===== src/rtl/rlc_sysinfo_pkg.sv =====
// Shared register map, CTRL/CAPS field positions and helpers for the
// RLC game system sysinfo slave.
package rlc_sysinfo_pkg;

  localparam logic [3:0] OFF_ID        = 4'd0;
  localparam logic [3:0] OFF_TS        = 4'd1;
  localparam logic [3:0] OFF_CAPS      = 4'd2;
  localparam logic [3:0] OFF_CTRL      = 4'd3;
  localparam logic [3:0] OFF_UPTIME_LO = 4'd4;
  localparam logic [3:0] OFF_UPTIME_HI = 4'd5;
  localparam logic [3:0] OFF_SCRATCH0  = 4'd6;

  localparam int CTRL_FREEZE  = 0;
  localparam int CTRL_CLEAR   = 1;
  localparam int CTRL_WRAP    = 8;
  localparam int CTRL_COLLIDE = 9;

  localparam int CAPS_VERSION_LSB  = 0;
  localparam int CAPS_NSCRATCH_LSB = 8;
  localparam int CAPS_LATENCY_LSB  = 12;

  localparam logic [7:0] SYSINFO_VERSION = 8'h02;

  typedef struct packed {
    logic clear;
    logic freeze_we;
    logic freeze_val;
    logic snap;
  } uptime_ctl_t;

  function automatic logic [31:0] caps_word(input int num_scratch, input int read_latency);
    logic [31:0] w;
    w = 32'h0000_0000;
    w[CAPS_VERSION_LSB +: 8]  = SYSINFO_VERSION;
    w[CAPS_NSCRATCH_LSB +: 4] = 4'(num_scratch);
    w[CAPS_LATENCY_LSB +: 2]  = 2'(read_latency);
    return w;
  endfunction

  function automatic logic [31:0] merge_bytes(input logic [31:0] old_w,
                                              input logic [31:0] new_w,
                                              input logic [3:0]  be);
    logic [31:0] m;
    for (int b = 0; b < 4; b++) begin
      if (be[b]) begin
        m[8*b +: 8] = new_w[8*b +: 8];
      end else begin
        m[8*b +: 8] = old_w[8*b +: 8];
      end
    end
    return m;
  endfunction

endpackage


===== src/rtl/rlc_sysinfo_uptime.sv =====
// 64-bit uptime counter with freeze, clear, wrap detection and the
// high-half snapshot captured by reads of UPTIME_LO.
module rlc_sysinfo_uptime
  import rlc_sysinfo_pkg::*;
(
  input  logic        clock,
  input  logic        reset_n,
  input  uptime_ctl_t ctl_i,
  output logic [31:0] count_lo_o,
  output logic [31:0] snap_hi_o,
  output logic        freeze_o,
  output logic        wrap_o
);

  logic [63:0] cnt_q, cnt_d;
  logic [31:0] snap_hi_q, snap_hi_d;
  logic        freeze_q, freeze_d;
  logic        wrap_s;

  // Counter next state: clear beats increment, freeze uses the pre-edge value.
  always_comb begin
    cnt_d  = cnt_q;
    wrap_s = 1'b0;
    if (ctl_i.clear) begin
      cnt_d = 64'h0;
    end else if (!freeze_q) begin
      cnt_d  = cnt_q + 64'd1;
      wrap_s = (cnt_q == 64'hFFFF_FFFF_FFFF_FFFF);
    end else begin
      cnt_d = cnt_q;
    end
  end

  // The low half of a snapshot is returned by the capturing read itself,
  // so only the high half needs to be held for a later UPTIME_HI read.
  always_comb begin
    if (ctl_i.freeze_we) begin
      freeze_d = ctl_i.freeze_val;
    end else begin
      freeze_d = freeze_q;
    end
    if (ctl_i.snap) begin
      snap_hi_d = cnt_q[63:32];
    end else begin
      snap_hi_d = snap_hi_q;
    end
  end

  // State registers.
  always_ff @(posedge clock or negedge reset_n) begin
    if (!reset_n) begin
      cnt_q     <= 64'h0;
      snap_hi_q <= 32'h0;
      freeze_q  <= 1'b0;
    end else begin
      cnt_q     <= cnt_d;
      snap_hi_q <= snap_hi_d;
      freeze_q  <= freeze_d;
    end
  end

  assign count_lo_o = cnt_q[31:0];
  assign snap_hi_o  = snap_hi_q;
  assign freeze_o   = freeze_q;
  assign wrap_o     = wrap_s;

endmodule


===== src/rtl/rlc_game_system_sysinfo.sv =====
// System-information Avalon-MM slave: ID/timestamp/caps, CTRL/STATUS,
// uptime with snapshot reads, byte-writable scratch and fixed read latency.
module rlc_game_system_sysinfo
  import rlc_sysinfo_pkg::*;
#(
  parameter logic [31:0] SYS_ID       = 32'h0000_0000,
  parameter logic [31:0] BUILD_TS     = 32'h0000_0000,
  parameter int          NUM_SCRATCH  = 4,
  parameter int          READ_LATENCY = 1
) (
  input  logic        clock,
  input  logic        reset_n,
  input  logic [3:0]  address,
  input  logic        read,
  input  logic        write,
  input  logic [31:0] writedata,
  input  logic [3:0]  byteenable,
  output logic [31:0] readdata,
  output logic        readdatavalid
);

  logic        wr_ok_s, collide_s, ctrl_we_s;
  logic        wrap_w1c_s, collide_w1c_s;
  uptime_ctl_t ctl_s;
  logic [31:0] count_lo_s, snap_hi_s, ctrl_word_s, rdata_s, rd_dat_d;
  logic        freeze_s, wrap_pulse_s;
  logic        wrap_q, wrap_d, collide_q, collide_d;
  logic [31:0] scratch_q [NUM_SCRATCH];
  logic [31:0] scratch_d [NUM_SCRATCH];
  logic [READ_LATENCY-1:0] vld_q;
  logic [31:0] dat_q [READ_LATENCY];

  // Write decode: a write paired with a read is dropped and flagged.
  always_comb begin
    wr_ok_s       = write && !read;
    collide_s     = write && read;
    ctrl_we_s     = wr_ok_s && (address == OFF_CTRL);
    ctl_s.freeze_we  = ctrl_we_s && byteenable[0];
    ctl_s.freeze_val = writedata[CTRL_FREEZE];
    ctl_s.clear      = ctrl_we_s && byteenable[0] && writedata[CTRL_CLEAR];
    ctl_s.snap       = read && (address == OFF_UPTIME_LO);
    wrap_w1c_s    = ctrl_we_s && byteenable[1] && writedata[CTRL_WRAP];
    collide_w1c_s = ctrl_we_s && byteenable[1] && writedata[CTRL_COLLIDE];
  end

  rlc_sysinfo_uptime u_uptime (
    .clock      (clock),
    .reset_n    (reset_n),
    .ctl_i      (ctl_s),
    .count_lo_o (count_lo_s),
    .snap_hi_o  (snap_hi_s),
    .freeze_o   (freeze_s),
    .wrap_o     (wrap_pulse_s)
  );

  // Sticky status: a set event in the same cycle wins over write-1-to-clear.
  always_comb begin
    if (wrap_pulse_s) begin
      wrap_d = 1'b1;
    end else if (wrap_w1c_s) begin
      wrap_d = 1'b0;
    end else begin
      wrap_d = wrap_q;
    end
    if (collide_s) begin
      collide_d = 1'b1;
    end else if (collide_w1c_s) begin
      collide_d = 1'b0;
    end else begin
      collide_d = collide_q;
    end
  end

  // Scratch byte-lane writes.
  always_comb begin
    for (int i = 0; i < NUM_SCRATCH; i++) begin
      if (wr_ok_s && (address == OFF_SCRATCH0 + 4'(i))) begin
        scratch_d[i] = merge_bytes(scratch_q[i], writedata, byteenable);
      end else begin
        scratch_d[i] = scratch_q[i];
      end
    end
  end

  // Read mux, evaluated on pre-edge state of the acceptance cycle.
  always_comb begin
    ctrl_word_s               = 32'h0000_0000;
    ctrl_word_s[CTRL_FREEZE]  = freeze_s;
    ctrl_word_s[CTRL_WRAP]    = wrap_q;
    ctrl_word_s[CTRL_COLLIDE] = collide_q;
    rdata_s = 32'h0000_0000;
    case (address)
      OFF_ID:        rdata_s = SYS_ID;
      OFF_TS:        rdata_s = BUILD_TS;
      OFF_CAPS:      rdata_s = caps_word(NUM_SCRATCH, READ_LATENCY);
      OFF_CTRL:      rdata_s = ctrl_word_s;
      OFF_UPTIME_LO: rdata_s = count_lo_s;
      OFF_UPTIME_HI: rdata_s = snap_hi_s;
      default: begin
        for (int i = 0; i < NUM_SCRATCH; i++) begin
          if (address == OFF_SCRATCH0 + 4'(i)) begin
            rdata_s = scratch_q[i];
          end else begin
            rdata_s = rdata_s;
          end
        end
      end
    endcase
    if (read) begin
      rd_dat_d = rdata_s;
    end else begin
      rd_dat_d = 32'h0000_0000;
    end
  end

  // Registers for sticky bits and scratch.
  always_ff @(posedge clock or negedge reset_n) begin
    if (!reset_n) begin
      wrap_q    <= 1'b0;
      collide_q <= 1'b0;
      for (int i = 0; i < NUM_SCRATCH; i++) begin
        scratch_q[i] <= 32'h0000_0000;
      end
    end else begin
      wrap_q    <= wrap_d;
      collide_q <= collide_d;
      for (int i = 0; i < NUM_SCRATCH; i++) begin
        scratch_q[i] <= scratch_d[i];
      end
    end
  end

  // Read pipeline; data is zeroed in non-valid slots so the bus idles at 0.
  always_ff @(posedge clock or negedge reset_n) begin
    if (!reset_n) begin
      vld_q <= {READ_LATENCY{1'b0}};
      for (int k = 0; k < READ_LATENCY; k++) begin
        dat_q[k] <= 32'h0000_0000;
      end
    end else begin
      vld_q[0] <= read;
      dat_q[0] <= rd_dat_d;
      for (int k = 1; k < READ_LATENCY; k++) begin
        vld_q[k] <= vld_q[k-1];
        dat_q[k] <= dat_q[k-1];
      end
    end
  end

  assign readdata      = dat_q[READ_LATENCY-1];
  assign readdatavalid = vld_q[READ_LATENCY-1];

endmodule


===== config.mk =====
export PLATFORM = sky130hd
export DESIGN_NAME = rlc_game_system_sysinfo
export DESIGN_NICKNAME = d
export VERILOG_FILES = /design/src/rtl/rlc_sysinfo_pkg.sv /design/src/rtl/rlc_sysinfo_uptime.sv /design/src/rtl/rlc_game_system_sysinfo.sv
export SDC_FILE = /design/constraint.sdc
export NUM_CORES = 1
export LEC_CHECK = 0
export CORE_UTILIZATION = 50
export DETAILED_ROUTE_END_ITERATION = 8
export PLACE_DENSITY = 0.69
export REMOVE_ABC_BUFFERS = 1
export SLEW_MARGIN = 20
export SYNTH_ARGS = -nofsm -noshare
export SYNTH_HDL_FRONTEND = slang
export SYNTH_HIERARCHICAL = 1
export SYNTH_SLANG_ARGS = --single-unit

===== constraint.sdc =====
create_clock -name clock -period 3 [get_ports clock]
set_clock_uncertainty 0.15 [all_clocks]
set_input_delay 0.45 -clock clock [delete_from_list [all_inputs] [get_ports clock]]
set_output_delay 0.45 -clock clock [all_outputs]
set_load 0.005 [all_outputs]

==> impl_metrics.yaml <==
timing:
  slew_viol_final: 0
  fmax_mhz: 336.3
  hold_slack_ps: 247.6
  period_minus_slack_ps: 2973
  setup_viol: 0
  hold_violations: 0
  relSlewSlack_pct: 50.07
  fin_tns_setup_ps: 0
  worst_pin_slew_ps: 749.0
  fin_ws_ps: 26.70
  finalCritPeriodShare_pct: 99.11
logic_synthesis:
  post-synth-top-count-cell: "dfrtp_1"
  synth_commonest_cells: "dfrtp_1, mux2_2, o21ai_0, nand2_1, a21oi_1"
  synth_seq_cells: 260
  synth.area.top_cells: "dfrtp_1, mux2_2, mux2i_1"
  yosys.cell_types.count: 53
  synth-main-ff-cell: "dfrtp_1"
  synth_top_area_cell: "dfrtp_1"
  yosys_warnings: 6
  yosysSeqAreaShare_pct: 49.72
  syn_inst: 1215
  synth_top_area_share_pct: 49.72
  syn_area_um2: 13090
  syn_avg_cell_area_um2: 10.77
  synth_edf_count: 0
  synthArstFlopShare_pct: 100.0
clock_network:
  cts_tree: "built"
  postCtsSetupBuffers: 0
  path_clk_slew_ps: 60
  clk_path_buf_depth: 3
  clk_latency_ps: 550
  cts_root_buffer: "clkbuf_16"
  cts_buffers: 28
  h-tree-depth: 1
  clock-sinks: 260
setup_path:
  cp_slowest_cell: "or4b_4"
  worst_path_largest_cell_delay_ps: 540
  critical_path.max_fanout: 5
  path_cells: "clkdlybuf4s50_1 -> or2_2 -> nor2_2 -> and3_2 -> nor2b_1 -> or4b_4 -> or4_4 -> or4_1 -> a21oi_1"
  endpoint_kind: "flip-flop"
  crit_family: "simple AND/OR/NAND/NOR gates"
  crit_type: "input pin to flip-flop"
  worstPathArrival_ps: 3290
  crit_path_start_kind: "input pin"
  required_ps: 3320
  critPathBufInv: 1
pwr:
  clkPwrFrac_pct: 41.3
  leakagePower_nw: 6.772
  vdd_drop_max_mv: 0.4728
  sw_frac_of_total_pct: 24.77
  power_switching_mw: 2.186
  cellPowerDensity_nw_per_um2: 573.1
  pwr-share-seq_pct: 46.6
  comb_power_share_pct: 12.1
  internal_power_mw: 6.638
route:
  dr.pass1.iters: 5
  vias: 9733
  routed_wl_mm: 33.09
  ant_nets: 0
  viasPerCell: 5.968
  drt-wirelength-per-cell_um: 20.29
  drt_iter0_drc: 739
  drcViolationCount: 0
placed_design:
  dp_hpwl_mm: 22.03
  io_buffers: 76
  finalWeightedCongestion: 0.9193
  dp.cells: 1579
  pre_cts_slack_ps: -673.5
layout:
  fin_nets: 1325
  syn_to_final_growth_pct: 17.66
  diodes: 0
  fin_util_pct: 60.62
  finalNonFillerCells: 1631
  drive_above_1_share_pct: 23.14
global_routing:
  grt_first_pass_wirelength_mm: 53.34
  antenna_found_initial: 1
  grt.total_usage_pct: 25.52
  grt_start_max_net_pins: 80
  grt_overflow: 0
  grt_pass1_vias: 9660
floorplanning:
  die_h_um: 163.8
  start_util_pct: 51.52
  ioPinCount: 77
  coreArea_um2: 25400
  num_rows: 58
  dieArea_um2: 26820
  die_w_um: 163.8
outcome:
  status: "finished, final reports clean"
worst_hold_path:
  min_path_type: "input pin to asynchronous set/reset pin"
flow_run:
  cap_violations: 0
## cell families (layout without fill, tap and decap cells)
family	after synthesis	after routing	synth area share (%)
mux	223	223	18.63
buf+inv	110	196	4.169
fa+ha+maj	1	1	0.09561
xor+xnor	27	27	1.807
compound gates	271	271	11.96
flops	260	260	49.72
simple gates	323	323	13.62
## repair_timing
item                       in CTS  in global routing
hold endpoints to repair       47                  0
pin swaps                       0                  0
setup endpoints to repair       8                  8
gates resized for setup         2                  4
hold buffers                    1                  0
## metrics by stage
step | power (mW) | instance area [µm²]
global route | 9.184 | 15400
floorplan | 4.714 | 12560
detailed placement | 5.235 | 14380
CTS | 8.886 | 15380
global placement | 5.190 | 14380
finish | 8.824 | 15400
## power by group through the flow
stage,Clock (mW),Combinational [mW],Sequential (mW)
floorplan,0,0.608,4.11
global placement,0,1.04,4.15
detailed placement,0,1.07,4.17
CTS,3.71,1.07,4.11
global route,3.85,1.18,4.16
finish,3.64,1.07,4.11
## worst paths after layout
path,to,from,depth (start not counted),slack (ps)
max,u_uptime/cnt_q[44]$_DFFE_PN0P_,address[2],9,30
min,readdata[18]$_DFF_PN0_,reset_n,2,250
max reg2reg,u_uptime/cnt_q[44]$_DFFE_PN0P_,u_uptime/cnt_q[4]$_DFFE_PN0P_,5,350
min reg2reg,scratch_q[117]$_DFFE_PN0P_,scratch_q[117]$_DFFE_PN0P_,1,340
max in group asynchronous,scratch_q[68]$_DFFE_PN0P_,reset_n,3,1700
min in group clock,scratch_q[117]$_DFFE_PN0P_,scratch_q[117]$_DFFE_PN0P_,1,340
## state kept, by name, summed over array words and instances (netlist names)
name and count:
scratch_q 128, wrap_q 1, collide_q 1, u_uptime/snap_hi_o 32
u_uptime/cnt_q 64, u_uptime/freeze_o 1, readdata 32, readdatavalid 1
## cell type report
| type | instances | area [µm²] |
|---|---|---|
| well taps | 330 | 412.9 |
| inverters | 5 | 18.77 |
| flip-flops and latches | 260 | 6506 |
| clock inverters | 8 | 117.6 |
| fillers | 2130 | 10000 |
| multi-input cells | 845 | 6062 |
| repair buffers | 140 | 1410 |
| clock buffers | 43 | 868.3 |
## layout by cell type (no fill, tap or decap), types with 3 or more instances in the layout
master / n
nand2_2: 4
nor2b_1: 39
a22oi_1: 5
clkbuf_1: 5
and3_1: 9
dfrtp_1: 260
buf_4: 50
nor3_1: 17
inv_1: 3
mux2_2: 161
a21oi_1: 63
a31oi_1: 31
or4_1: 15
mux2i_1: 59
bufinv_16: 3
nand2b_1: 3
nand3_1: 27
clkbuf_8: 9
nand2_1: 70
buf_12: 14
mux2_1: 3
or3_1: 20
o31ai_1: 14
or2_2: 4
xnor2_1: 11
o21ai_0: 115
a21o_1: 32
clkbuf_16: 29
and4_1: 7
clkinv_2: 4
nor2_1: 46
xor2_1: 16
clkdlybuf4s50_1: 71
nor4_1: 8
nand4_1: 32
## routing by layer
layer | vias up | global-route usage (%) | wire (µm)
li1 | 4542 | - | -
met5 | - | 0 | 0
met4 | 0 | 6.608 | 565
met1 | 4887 | 36.99 | 15400
met2 | 267 | 40.79 | 15500
met3 | 37 | 2.929 | 1630
Note: power is estimated with default switching activity, not from simulation.
